[src/rtl/mode_select_ctrl_if.sv]
// Bundle of the menu controller's board-side and video/game-side signals.
// master: the environment (buttons, game core, scan counters).
// slave : the mode_select_ctrl block itself.
interface mode_select_ctrl_if;
   logic       btn_up;
   logic       btn_down;
   logic       btn_select;
   logic       game_over;
   logic [9:0] pixel_x;
   logic [9:0] pixel_y;
   logic       in_cursor;
   logic       in_menu;
   logic       start_pulse;
   logic       game_mode;

   modport master (
      output btn_up, btn_down, btn_select, game_over, pixel_x, pixel_y,
      input  in_cursor, in_menu, start_pulse, game_mode
   );

   modport slave (
      input  btn_up, btn_down, btn_select, game_over, pixel_x, pixel_y,
      output in_cursor, in_menu, start_pulse, game_mode
   );
endinterface

[src/rtl/mode_select_ctrl.sv]
// Startup menu input controller: synchronises and debounces the three player
// buttons, steps a selection cursor between "1 PLAYER" and "2 PLAYERS",
// latches the chosen game mode and renders the cursor as a registered mask.
// Optional build macro: MENU_WRAP_EN (cursor wraps instead of saturating).
module mode_select_ctrl #(
   parameter int DEBOUNCE_CYCLES = 250000,
   parameter int CURSOR_X        = 200,
   parameter int SP_Y            = 258,
   parameter int MP_Y            = 301,
   parameter int CURSOR_SIZE     = 24
) (
   input  logic              clk_0,
   input  logic              rst,
   mode_select_ctrl_if.slave bus
);

   typedef enum logic [1:0] {
      ST_MENU    = 2'd0,
      ST_START   = 2'd1,
      ST_PLAY    = 2'd2,
      ST_RELEASE = 2'd3
   } state_t;

   // Button index map: 0 = up, 1 = down, 2 = select.
   localparam int          BTN_UP  = 0;
   localparam int          BTN_DN  = 1;
   localparam int          BTN_SEL = 2;

   localparam logic [19:0] DEB_LAST = 20'(DEBOUNCE_CYCLES - 1);

   // Cursor geometry widened to 11 bits so the upper bounds never wrap.
   localparam logic [10:0] CX_LO  = 11'(CURSOR_X);
   localparam logic [10:0] CX_HI  = 11'(CURSOR_X + CURSOR_SIZE);
   localparam logic [10:0] SP_Y11 = 11'(SP_Y);
   localparam logic [10:0] MP_Y11 = 11'(MP_Y);
   localparam logic [10:0] SIZE11 = 11'(CURSOR_SIZE);

   logic [2:0]       btn_raw_s;
   logic [2:0]       sync1_q;
   logic [2:0]       sync2_q;
   logic [2:0]       stable_q;
   logic [2:0]       stable_d;
   logic [2:0]       stable_dly_q;
   logic [2:0]       press_q;
   logic [2:0][19:0] cnt_q;
   logic [2:0][19:0] cnt_d;

   state_t           state_q;
   state_t           state_d;
   logic             sel_q;
   logic             sel_d;
   logic             game_mode_q;
   logic             game_mode_d;
   logic             in_menu_q;
   logic             start_pulse_q;
   logic             in_cursor_q;
   logic             cursor_hit_s;
   logic [10:0]      cy_s;
   logic [10:0]      px_s;
   logic [10:0]      py_s;

   assign btn_raw_s = {bus.btn_select, bus.btn_down, bus.btn_up};

   // Debounce next state: count while the synchronised level disagrees with
   // the accepted level, accept it on terminal count, clear on agreement.
   always_comb begin
      cnt_d    = cnt_q;
      stable_d = stable_q;
      for (int i = 0; i < 3; i++) begin
         if (sync2_q[i] != stable_q[i]) begin
            if (cnt_q[i] == DEB_LAST) begin
               stable_d[i] = sync2_q[i];
               cnt_d[i]    = 20'd0;
            end else begin
               cnt_d[i]    = cnt_q[i] + 20'd1;
            end
         end else begin
            cnt_d[i] = 20'd0;
         end
      end
   end

   // Button path registers: 2-flop synchroniser, debouncer state and a
   // one-cycle press pulse on each rising edge of the accepted level.
   always_ff @(posedge clk_0 or negedge rst) begin
      if (!rst) begin
         sync1_q      <= 3'b000;
         sync2_q      <= 3'b000;
         stable_q     <= 3'b000;
         stable_dly_q <= 3'b000;
         press_q      <= 3'b000;
         cnt_q        <= '0;
      end else begin
         sync1_q      <= btn_raw_s;
         sync2_q      <= sync1_q;
         stable_q     <= stable_d;
         stable_dly_q <= stable_q;
         press_q      <= stable_q & ~stable_dly_q;
         cnt_q        <= cnt_d;
      end
   end

   // Menu FSM next state, cursor selection and mode latch.
   always_comb begin
      state_d     = state_q;
      sel_d       = sel_q;
      game_mode_d = game_mode_q;
      case (state_q)
         ST_MENU: begin
            // Select has priority so a coincident move cannot alter the mode.
            if (press_q[BTN_SEL]) begin
               game_mode_d = sel_q;
               state_d     = ST_START;
            end else if (press_q[BTN_UP] && !press_q[BTN_DN]) begin
`ifdef MENU_WRAP_EN
               sel_d = ~sel_q;
`else
               sel_d = 1'b0;
`endif
            end else if (press_q[BTN_DN] && !press_q[BTN_UP]) begin
`ifdef MENU_WRAP_EN
               sel_d = ~sel_q;
`else
               sel_d = 1'b1;
`endif
            end else begin
               sel_d = sel_q;
            end
         end
         ST_START: begin
            state_d = ST_PLAY;
         end
         ST_PLAY: begin
            if (bus.game_over) begin
               state_d = ST_RELEASE;
            end else begin
               state_d = ST_PLAY;
            end
         end
         ST_RELEASE: begin
            // Wait for every button to be released so a held key cannot
            // act on the menu the moment it reappears.
            if (stable_q == 3'b000) begin
               state_d = ST_MENU;
               sel_d   = game_mode_q;
            end else begin
               state_d = ST_RELEASE;
            end
         end
         default: begin
            state_d = ST_MENU;
         end
      endcase
   end

   // Cursor hit test against the current scan position.
   always_comb begin
      cursor_hit_s = 1'b0;
      px_s         = {1'b0, bus.pixel_x};
      py_s         = {1'b0, bus.pixel_y};
      if (sel_q) begin
         cy_s = MP_Y11;
      end else begin
         cy_s = SP_Y11;
      end
      if ((state_q == ST_MENU) &&
          (px_s >= CX_LO) && (px_s < CX_HI) &&
          (py_s >= cy_s) && (py_s < (cy_s + SIZE11))) begin
         cursor_hit_s = 1'b1;
      end else begin
         cursor_hit_s = 1'b0;
      end
   end

   // FSM state and registered outputs.
   always_ff @(posedge clk_0 or negedge rst) begin
      if (!rst) begin
         state_q       <= ST_MENU;
         sel_q         <= 1'b0;
         game_mode_q   <= 1'b0;
         in_menu_q     <= 1'b1;
         start_pulse_q <= 1'b0;
         in_cursor_q   <= 1'b0;
      end else begin
         state_q       <= state_d;
         sel_q         <= sel_d;
         game_mode_q   <= game_mode_d;
         in_menu_q     <= (state_d == ST_MENU);
         start_pulse_q <= (state_d == ST_START);
         in_cursor_q   <= cursor_hit_s;
      end
   end

   assign bus.in_menu     = in_menu_q;
   assign bus.start_pulse = start_pulse_q;
   assign bus.game_mode   = game_mode_q;
   assign bus.in_cursor   = in_cursor_q;

endmodule

[src/flat_wrapper.sv]
// flat-port wrapper written by rule: the top's interface ports become plain ports
module mode_select_ctrl_flat 
#(
   parameter int DEBOUNCE_CYCLES = 250000,
   parameter int CURSOR_X        = 200,
   parameter int SP_Y            = 258,
   parameter int MP_Y            = 301,
   parameter int CURSOR_SIZE     = 24
)
  (clk_0, rst, bus_btn_up, bus_btn_down, bus_btn_select, bus_game_over, bus_pixel_x, bus_pixel_y, bus_in_cursor, bus_in_menu, bus_start_pulse, bus_game_mode);
  mode_select_ctrl_if bus_i ();
  input  logic clk_0;
  input  logic rst;
  input wire logic [$bits(bus_i.btn_up)-1:0] bus_btn_up;
  input wire logic [$bits(bus_i.btn_down)-1:0] bus_btn_down;
  input wire logic [$bits(bus_i.btn_select)-1:0] bus_btn_select;
  input wire logic [$bits(bus_i.game_over)-1:0] bus_game_over;
  input wire logic [$bits(bus_i.pixel_x)-1:0] bus_pixel_x;
  input wire logic [$bits(bus_i.pixel_y)-1:0] bus_pixel_y;
  output wire logic [$bits(bus_i.in_cursor)-1:0] bus_in_cursor;
  output wire logic [$bits(bus_i.in_menu)-1:0] bus_in_menu;
  output wire logic [$bits(bus_i.start_pulse)-1:0] bus_start_pulse;
  output wire logic [$bits(bus_i.game_mode)-1:0] bus_game_mode;
  assign bus_i.btn_up = bus_btn_up;
  assign bus_i.btn_down = bus_btn_down;
  assign bus_i.btn_select = bus_btn_select;
  assign bus_i.game_over = bus_game_over;
  assign bus_i.pixel_x = bus_pixel_x;
  assign bus_i.pixel_y = bus_pixel_y;
  assign bus_in_cursor = bus_i.in_cursor;
  assign bus_in_menu = bus_i.in_menu;
  assign bus_start_pulse = bus_i.start_pulse;
  assign bus_game_mode = bus_i.game_mode;
  mode_select_ctrl #(.DEBOUNCE_CYCLES(DEBOUNCE_CYCLES), .CURSOR_X(CURSOR_X), .SP_Y(SP_Y), .MP_Y(MP_Y), .CURSOR_SIZE(CURSOR_SIZE)) u_core (.clk_0(clk_0), .rst(rst), .bus(bus_i));
endmodule
[config.mk]
export PLATFORM = sky130hd
export DESIGN_NAME = mode_select_ctrl_flat
export DESIGN_NICKNAME = d
export VERILOG_FILES = /design/src/rtl/mode_select_ctrl_if.sv /design/src/rtl/mode_select_ctrl.sv /design/src/flat_wrapper.sv
export SDC_FILE = /design/constraint.sdc
export NUM_CORES = 1
export LEC_CHECK = 0
export ABC_AREA = 1
export ABC_CLOCK_PERIOD_IN_PS = 1350
export CAP_MARGIN = 20
export CORE_ASPECT_RATIO = 0.5
export CORE_MARGIN = 8
export CORE_UTILIZATION = 54
export DETAILED_ROUTE_END_ITERATION = 10
export HOLD_SLACK_MARGIN = 0.08
export PLACE_DENSITY = 0.78
export SYNTH_ARGS = -nofsm -noshare
export SYNTH_HDL_FRONTEND = slang
export SYNTH_SLANG_ARGS = --single-unit
[constraint.sdc]
create_clock -name clk_0 -period 1.35 [get_ports clk_0]
set_input_delay 0.135 -clock clk_0 [delete_from_list [all_inputs] [get_ports clk_0]]
set_output_delay 0.135 -clock clk_0 [all_outputs]
set_load 0.1 [all_outputs]
After elaboration in Yosys (flattened, before gate mapping) --
Cells that the tools add are included.
Word-level totals: bits of input ports 26, word-level logic and storage cells 73, bits in registers 82, output and inout bits 4
Cells by class: add/sub/neg operators 4, multiplexer cells 17, reductions and logical operators 17, order comparisons 4, bitwise operators 2, equality and inequality tests 13
Operators by type and width (number):
- $mux 20 | 6
- $add 20x1->20 const B | 3
- $eq 20x18->1 const B | 3
- $lt 10x11->1 | 1
- $add 9x5->10 const B | 1
- $ge 10x8->1 const B | 1
- $ge 10x9->1 | 1
- $lt 10x8->1 const B | 1
- $pmux 2 s4 | 1
- $reduce_and 2->1 | 4
- $logic_and 1x1->1 | 6
- $mux 1 | 6
- $mux 6 | 1
- $eq 2x1->1 const B | 2
- $eq 2x2->1 const B | 2
- $logic_not 2->1 | 2
- $mux 2 | 2
- $reduce_and 4->1 | 1
- $and 3x3->3 | 1
- $logic_not 3->1 | 1
- $ne 1x1->1 | 3
- $ne 3x1->1 const B | 1
- $not 3->3 | 1
- $logic_not 1->1 | 2
- other kinds (4) | 4

Longest topological paths before layout --
Gate-level depths: netlist (run 1).
depth after elaboration 6, gate-level depth with buffers 11, mapped depth without buffers 11

Worst setup path after synthesis (run 1) --
OpenSTA, ideal clock, no wires.
kind reg2reg, start point register u_core.game_mode_q (netlist: u_core.bus.game_mode), end point register u_core.sel_q, required time 1.267 ns, stages on the path, launching flop included 5, slack -0.025 ns, arrival 1.292 ns, path buffers 0, period minus slack after synthesis 1.375 ns, library setup time 0.083 ns, cell sequence dfrtp_1 -> inv_1 -> o21ai_0 -> nand2_1 -> o21ai_0
On the way: longest elaborated chain between the ends 2
RTL lines:
- start: declaration | line mode_select_ctrl.sv:52 | logic game_mode_q;
- start signal: assignment | line mode_select_ctrl.sv:187 | game_mode_q <= game_mode_d;
- $mux 1 | line mode_select_ctrl.sv:143 | if (stable_q == 3'b000) begin
- $pmux 1 s2 | line mode_select_ctrl.sv:108 | case (state_q)
- end signal: assignment | line mode_select_ctrl.sv:186 | sel_q <= sel_d;
- end: declaration | line mode_select_ctrl.sv:50 | logic sel_q;
No other way between the ends. The select of a mux whose other input is x is not followed. A chain may end at the register's enable or synchronous reset.

==> results by group, run 1 <==
Critical path
  • Worst setup endpoint: u_core.cnt_q[30]
  • Crit path from: u_core.cnt_q[21]
  • Worst Setup Path Type: reg2reg
  • CP Cell Sequence: ha_4, nand2_4, nor2_4, nand2_2, nor2_4, xnor2_1, nor2_1
  • Max Fanout on Critical Path: 4
  • Reg-to-Reg End: u_core.cnt_q[30]
  • Crit start category: register
  • Reg2reg setup slack: -0.06 ns
  • CP top delay family: simple AND/OR/NAND/NOR gates
  • Cell depth of the worst flop-to-flop path: 7
  • CP max stage cell: dfrtp_1
  • CP Data Required Time: approximately 1.6 ns
  • Worst path buffer plus inverter count: 0
  • Max incr delay on CP: 0.42 ns
  • R2r startpoint: u_core.cnt_q[21]
  • Most frequent CP cell: nor2_4
  • CP Capture Type: register
  • Worst Path Arrival: 1.64 ns
  • Critical Path Stages: 7

CTS
  • Clock Tree Root: clkbuf_16
  • H-tree Lvls: 3
  • CTS Sinks: 82
  • Clock Latency Late Sink: approximately 0.34 ns
  • Clk slew on worst S/H paths: 0.06 ns
  • Inserted Clock Buffers: 9
  • CTS tree: built
  • Clk buf depth: 2

Final layout
  • Area delta synth->final: 33.5%
  • Most common cell after layout, fill and taps aside: nor2_1
  • Share of cells above drive strength 1: between 20% and 30%
  • Most frequent cells in the layout: 113 x nor2_1, 109 x nand2_1, 72 x dfrtp_1, 59 x inv_1, 45 x buf_4
  • Nets: 698
  • Fin area: 6000 um2
  • N_diodes: 0

Synth
  • Post-Synthesis Cell Area: between 4000 and 5000 um2
  • Library cells used by synthesis: 29
  • Ys Warns: 0
  • Main area contributors after synthesis: dfrtp_1 45%, nor2_1 12%, nand2_1 10%
  • Synth top area share: 45.1%
  • Mapped Cells: between 500 and 600
  • Synth area leader: dfrtp_1
  • Largest family of logic cells by synthesized area: simple AND/OR/NAND/NOR gates
  • Post-Synth Adder-Cell Area: 3.06%
  • Multiplexer share of the synthesized area: 0%
  • Synth Register Bits: 82
  • Xor/xnor share of the synthesized area: 6.54%
  • Post-Synth Simple-Gate Area: between 30% and 40%
  • Register area share after synthesis: 45.7%
  • Syn avg cell area: ~8 um2
  • Synth Area in Compound Gates: around 3.5%
  • Syn_nets: 614

Global routing
  • Antenna violations before repair: 0
  • Largest net degree at the start of global routing: 32
  • Vias in the first global route: 3,714
  • GRT Max-Usage Layer: met2
  • Met3 GRT Util: 4.76%
  • Met1 usage: 19.5%
  • Total Routing Usage GR: between 10% and 20%
  • Met2 usage: between 30% and 40%
  • GR Overflow Total: 0
  • Global-route wire length before repair: 16,500 um

Floorplan
  • Num rows: 23
  • Die area: between 10,000 and 15,000 um2
  • Top Ports: 30
  • Core area: 8030 um2
  • Die H: 80.5 um
  • DIE WIDTH: roughly 150 um
  • Initial Util: approximately 56%

Pwr
  • Leakage dissipation: between 2 and 3 nW
  • Max IR drop VDD: 0.598 mV
  • Power density over cell area: between 1000 and 1500 nW/um2
  • Total Power: 0.00607 W

Routing
  • Routed wire length: 11,000 um
  • Residual DRC: 0
  • Post-route ant nets: 0
  • Drt via density: around 5.2
  • DRT iter0 DRCs: 298
  • Routed wire per std cell: 14.1 um
  • TritonRoute pass-1 iters: 5
  • Vias: 4,078

Timing
  • Skew final: between 0.005 and 0.006 ns
  • Crit share post-route: 104%
  • Final hold vios: 0
  • Slew headroom: 74.2%
  • Worst slew pin tran: 0.387 ns
  • PnR worst setup slack: -0.0604 ns
  • Fin crit period: 1.41 ns
  • RSZ-0062 raised after global routing: yes
  • Max frequency: about 0.71 GHz
  • Finish-stage setup viols: 8
  • Max-slew violations: 0

Placed design
  • Placed inst area: approximately 5200 um2
  • DP HPWL: slightly below 7000 um
  • Final GP Congestion: 0.909
  • Port Buf Inserts: 26

Run status
  • Failing checks: negative setup slack
  • Status: finished with violations

Run
  • # Max-Cap Violations: 0

Min path
  • Hold Path Class: in2reg
==> flip-flops by register name (all words and copies together) (netlist names), 2 cells and up <==
signal	flops
u_core.state_q	2
u_core.stable_dly_q	3
u_core.cnt_q	60
u_core.sync2_q	3
u_core.sync1_q	3
u_core.stable_q	3
u_core.press_q	3
==> synthesized netlist by cell type, drive strengths merged <==
master  number
dfrtp       81
xor2        21
a211oi       1
ha          11
nand3b       2
o221ai       1
nor3         3
or2          1
nor2       158
dfstp        1
nand3       43
o21ai       15
nand4       10
nand2      136
a21oi       12
inv         64
a31oi        1
nor3b        4
and2         2
xnor2       10
==> per-layer routing <==
metal  vias up  part of all wire (%)
met4         0                   1.8
met2        95                    52
met5         -                     0
met3        24                   4.9
met1      1978                    42
li1       1981                     -
==> kinds of logic (layout without fill, tap and decap cells) <==
kind of cell    count (synthesis)  count (layout)
flops                          82              82
buf+inv                        64             152
fa+ha+maj                      11              11
compound gates                 30              30
xor+xnor                       31              31
simple gates                  359             359
==> through the flow <==
stage | hold WS, ns | std cells | TNS (ns) | utilization, % | setup slack [ns]
3_3_place_gp | 0.0881 | 749 | -0.215 | 64.6 | -0.0834
3_5_place_dp | 0.0866 | 749 | -0.919 | 64.6 | -0.111
4_1_cts | 0.225 | 768 | 0 | 69.1 | 0.00136
5_1_grt | 0.236 | 777 | -2.39 | 74.8 | -0.135
6_report | 0.232 | 777 | -0.194 | 74.8 | -0.0604
2_1_floorplan | -0.161 | 577 | 0 | - | 0.0694
==> area by class of cell <==
| class | instances | area (um2) |
|---|---|---|
| clock buffer | 11 | 253 |
| clock inverter | 4 | 27.5 |
| fill | 534 | 2030 |
| inverter | 64 | 243 |
| multi-input combinational | 431 | 2610 |
| sequential | 82 | 2060 |
| tap | 112 | 140 |
| timing repair buffer | 73 | 661 |
==> where the power goes <==
part / total [W] / internal [W] / leakage [nW] / switching [W]
Combinational: 0.00110 / 0.000514 / 1.31 / 0.000589
Sequential: 0.00267 / 0.00256 / 1.10 / 0.000114
Clock: 0.00230 / 0.00133 / 0.130 / 0.000965
==> worst min path at each step <==
stage / cells after the start / startpoint / slack [ns] / endpoint
after floorplan: 0 / rst / -0.16 / u_core.bus.game_mode
after global placement: 1 / rst / 0.09 / u_core.cnt_q[50]
after detailed placement: 1 / rst / 0.09 / u_core.cnt_q[50]
after CTS: 1 / bus_btn_down / 0.23 / u_core.sync1_q[1]
after global routing: 1 / bus_btn_select / 0.24 / u_core.sync1_q[2]
final: 1 / bus_btn_down / 0.23 / u_core.sync1_q[1]
==> what timing repair did <==
| action | in CTS | in global routing |
|---|---|---|
| pin swaps | 11 | 34 |
| endpoints found under the setup margin | 32 | 54 |
| resized for setup | 14 | 90 |
| endpoints found under the hold margin | 34 | 0 |
| hold buffers | 1 | 0 |
| buffers inserted | 3 | 10 |
Note: power is estimated with default switching activity, not from simulation.
==> inputs of run 2 (changes only) <==
--- a/config.mk
+++ b/config.mk
@@ -12,7 +12,7 @@
 export CORE_MARGIN = 8
 export CORE_UTILIZATION = 54
 export DETAILED_ROUTE_END_ITERATION = 10
-export HOLD_SLACK_MARGIN = 0.08
+export HOLD_SLACK_MARGIN = 0.12
 export PLACE_DENSITY = 0.78
 export SYNTH_ARGS = -nofsm -noshare
 export SYNTH_HDL_FRONTEND = slang
==> results of run 2 <==
No change in the layout: final DEF, timing and power equal those of run 1.
==> inputs of run 3 (changes only) <==
--- a/config.mk
+++ b/config.mk
@@ -6,14 +6,15 @@
 export NUM_CORES = 1
 export LEC_CHECK = 0
 export ABC_AREA = 1
-export ABC_CLOCK_PERIOD_IN_PS = 1350
 export CAP_MARGIN = 20
 export CORE_ASPECT_RATIO = 0.5
 export CORE_MARGIN = 8
-export CORE_UTILIZATION = 54
+export CORE_UTILIZATION = 55
+export CTS_BUF_LIST = sky130_fd_sc_hd__clkbuf_2 sky130_fd_sc_hd__clkbuf_4 sky130_fd_sc_hd__clkbuf_8
 export DETAILED_ROUTE_END_ITERATION = 10
 export HOLD_SLACK_MARGIN = 0.12
-export PLACE_DENSITY = 0.78
+export MAX_ROUTING_LAYER = met4
+export PLACE_DENSITY = 0.79
 export SYNTH_ARGS = -nofsm -noshare
 export SYNTH_HDL_FRONTEND = slang
 export SYNTH_SLANG_ARGS = --single-unit
==> run 3 against run 2 <==
  * The flow still finishes with violations (negative setup slack)
  * Fmax increased by 0.92%
  * Non-clock buffer count decreased by 1
  * Clock-buffer cell count unchanged
  * Sequential power about the same
  * Design area decreased by 1.5%
  * Critical path depth increased by 1
  * Combinational power decreased by 4%
  * Sequential cell count unchanged
  * Global-route usage increased by 0.83 points
  * Sequential share of layout area increased by 0.52 points
  * Largest cell class unchanged
  * Highest routed layer unchanged
==> results by group, run 3 (same netlist as run 1, synthesis figures left out) <==
Placed design
  • Placed inst area: 5170 um2
  • Final GP Congestion: 0.884
  • Dpl ws: -0.111 ns
  • DP HPWL: 7090 um
  • Port Buf Inserts: 26

Final layout
  • Share of cells above drive strength 1: 25.7%
  • Number of flip-flops in the largest register: 60
  • Nets: 697
  • Most common cell after layout, fill and taps aside: nor2_1
  • Most frequent cells in the layout: 120 x nor2_1, 112 x nand2_1, 73 x dfrtp_1, 58 x inv_1, 38 x buf_4
  • N_diodes: 0
  • Fin area: about 6000 um2
  • Area delta synth->final: 31.5%
  • Most flop-heavy register: u_core.cnt_q

Timing
  • Fin crit period: ~1.4 ns
  • Worst slew pin tran: 0.388 ns
  • Max-slew violations: 0
  • RSZ-0062 raised after global routing: yes
  • Max frequency: 0.716 GHz
  • Slew headroom: 74.2%
  • Finish-stage setup viols: 10
  • PnR worst setup slack: -0.0475 ns
  • Skew final: 0.00833 ns
  • Final hold vios: 0
  • TNS Setup: -0.158 ns
  • Crit share post-route: 104%

CTS
  • Inserted Clock Buffers: 9
  • CTS tree: built
  • Clock Latency Late Sink: 0.37 ns
  • CTS Sinks: 82
  • Clock Tree Root: clkbuf_8
  • Clk buf depth: 2
  • H-tree Lvls: 3
  • Clk slew on worst S/H paths: 0.08 ns

Critical path
  • CP max stage cell: dfrtp_1
  • Reg2reg setup slack: -0.05 ns
  • Cell depth of the worst flop-to-flop path: 8
  • Max Fanout on Critical Path: 5
  • Reg-to-Reg End: u_core.cnt_q[56]
  • Worst Path Arrival: 1.66 ns
  • Worst Setup Path Type: reg2reg
  • CP Data Required Time: 1.61 ns
  • Crit start category: register
  • R2r startpoint: u_core.cnt_q[41]
  • CP Capture Type: register
  • CP Cell Sequence: ha_4, nand2_4, nor2_4, nand2_4, nor2_4, nand2_1, nor2_1, nor2_1
  • Max incr delay on CP: around 0.4 ns

Floorplan
  • DIE WIDTH: 144 um
  • Num rows: 23
  • Die H: ~80 um
  • Die area: roughly 11,000 um2
  • Top Ports: 30
  • Core area: 7970 um2
  • Initial Util: 56.4%

Pwr
  • Power density over cell area: 968 nW/um2
  • Total Power: 0.00572 W
  • Max IR drop VDD: 0.624 mV
  • Leakage dissipation: 2.53 nW

Routing
  • Routed wire per std cell: 13.4 um
  • Drt via density: 5.07
  • Residual DRC: 0
  • DRT iter0 DRCs: 226
  • TritonRoute pass-1 iters: 4
  • Post-route ant nets: 0
  • Vias: 3,936
  • Routed wire length: approximately 10,000 um

Global routing
  • Largest net degree at the start of global routing: 27
  • Total Routing Usage GR: 18.0%
  • GR Overflow Total: 0
  • Antenna violations before repair: 0
  • Vias in the first global route: ~3,600
  • Global-route wire length before repair: 16,000 um

Min path
  • Hold Path Class: in2reg
  • Worst hold endpoint: u_core.sync1_q[1]
  • HP Start: bus_btn_down
  • Hold path cells: 1

Run status
  • Failing checks: negative setup slack
  • Status: finished with violations

Run
  • # Max-Cap Violations: 0
[run 3: cell types whose count changed in the layout (fill, tap and decap cells not counted), sizes merged]
cell,change
buf,-1
clkinv,+1
clkinvlp,-2
bufinv,+2
[run 3: power by group]
part | total [W] | internal (W) | switching [W]
sequential | 0.00268 | 0.00255 | 0.000124
combinational | 0.00106 | 0.000481 | 0.000579
clock | 0.00198 | 0.00111 | 0.000876
[run 3: layout make-up]
class	count	area (um2)
clock buffer	11	145
inverter	64	243
fill	550	2060
tap	112	140
timing repair buffer	72	684
sequential	82	2060
multi-input combinational	431	2560
clock inverter	5	77.6
[run 3: stage by stage]
stage	cells	hold slack (ns)	utilization, %
2_1_floorplan	577	-0.161	-
6_report	777	0.202	74.1
5_1_grt	777	0.188	74.1
4_1_cts	764	0.191	68.7
3_3_place_gp	745	0.0807	64.9
3_5_place_dp	745	0.0804	64.9
[run 3: worst max-delay path, delay by kind of cell, from the launching register on]
kind | cells | cell delay, ns
fa+ha+maj | 1 | 0.18
flops | 1 | 0.40
simple gates | 7 | 0.71
[run 3: worst max-delay path by stage]
| stage | end | cells past startpoint | from |
|---|---|---|---|
| after floorplan | u_core.cnt_q[52] | 7 | u_core.cnt_q[40] |
| after global placement | u_core.bus.in_cursor | 11 | bus_pixel_y[0] |
| after detailed placement | u_core.bus.in_cursor | 11 | bus_pixel_y[0] |
| after CTS | u_core.cnt_q[56] | 7 | u_core.cnt_q[41] |
| after global routing | u_core.cnt_q[56] | 8 | u_core.cnt_q[41] |
| final | u_core.cnt_q[56] | 8 | u_core.cnt_q[41] |
[run 3: layer usage]
| layer | part of all wire, % | global-route usage, % | up-vias |
|---|---|---|---|
| li1 | - | - | 1963 |
| met1 | 44 | 21.1 | 1879 |
| met2 | 50 | 29.4 | 80 |
| met3 | 4.4 | 5.43 | 14 |
| met4 | 1.5 | 5.52 | 0 |
| met5 | 0 | - | - |
[run 3: what timing repair did]
action / in CTS / in global routing
endpoints found under the setup margin: 32 / 51
buffers inserted: 2 / 15
hold buffers: 1 / 0
endpoints found under the hold margin: 81 / 0
pin swaps: 11 / 37
resized for setup: 15 / 75
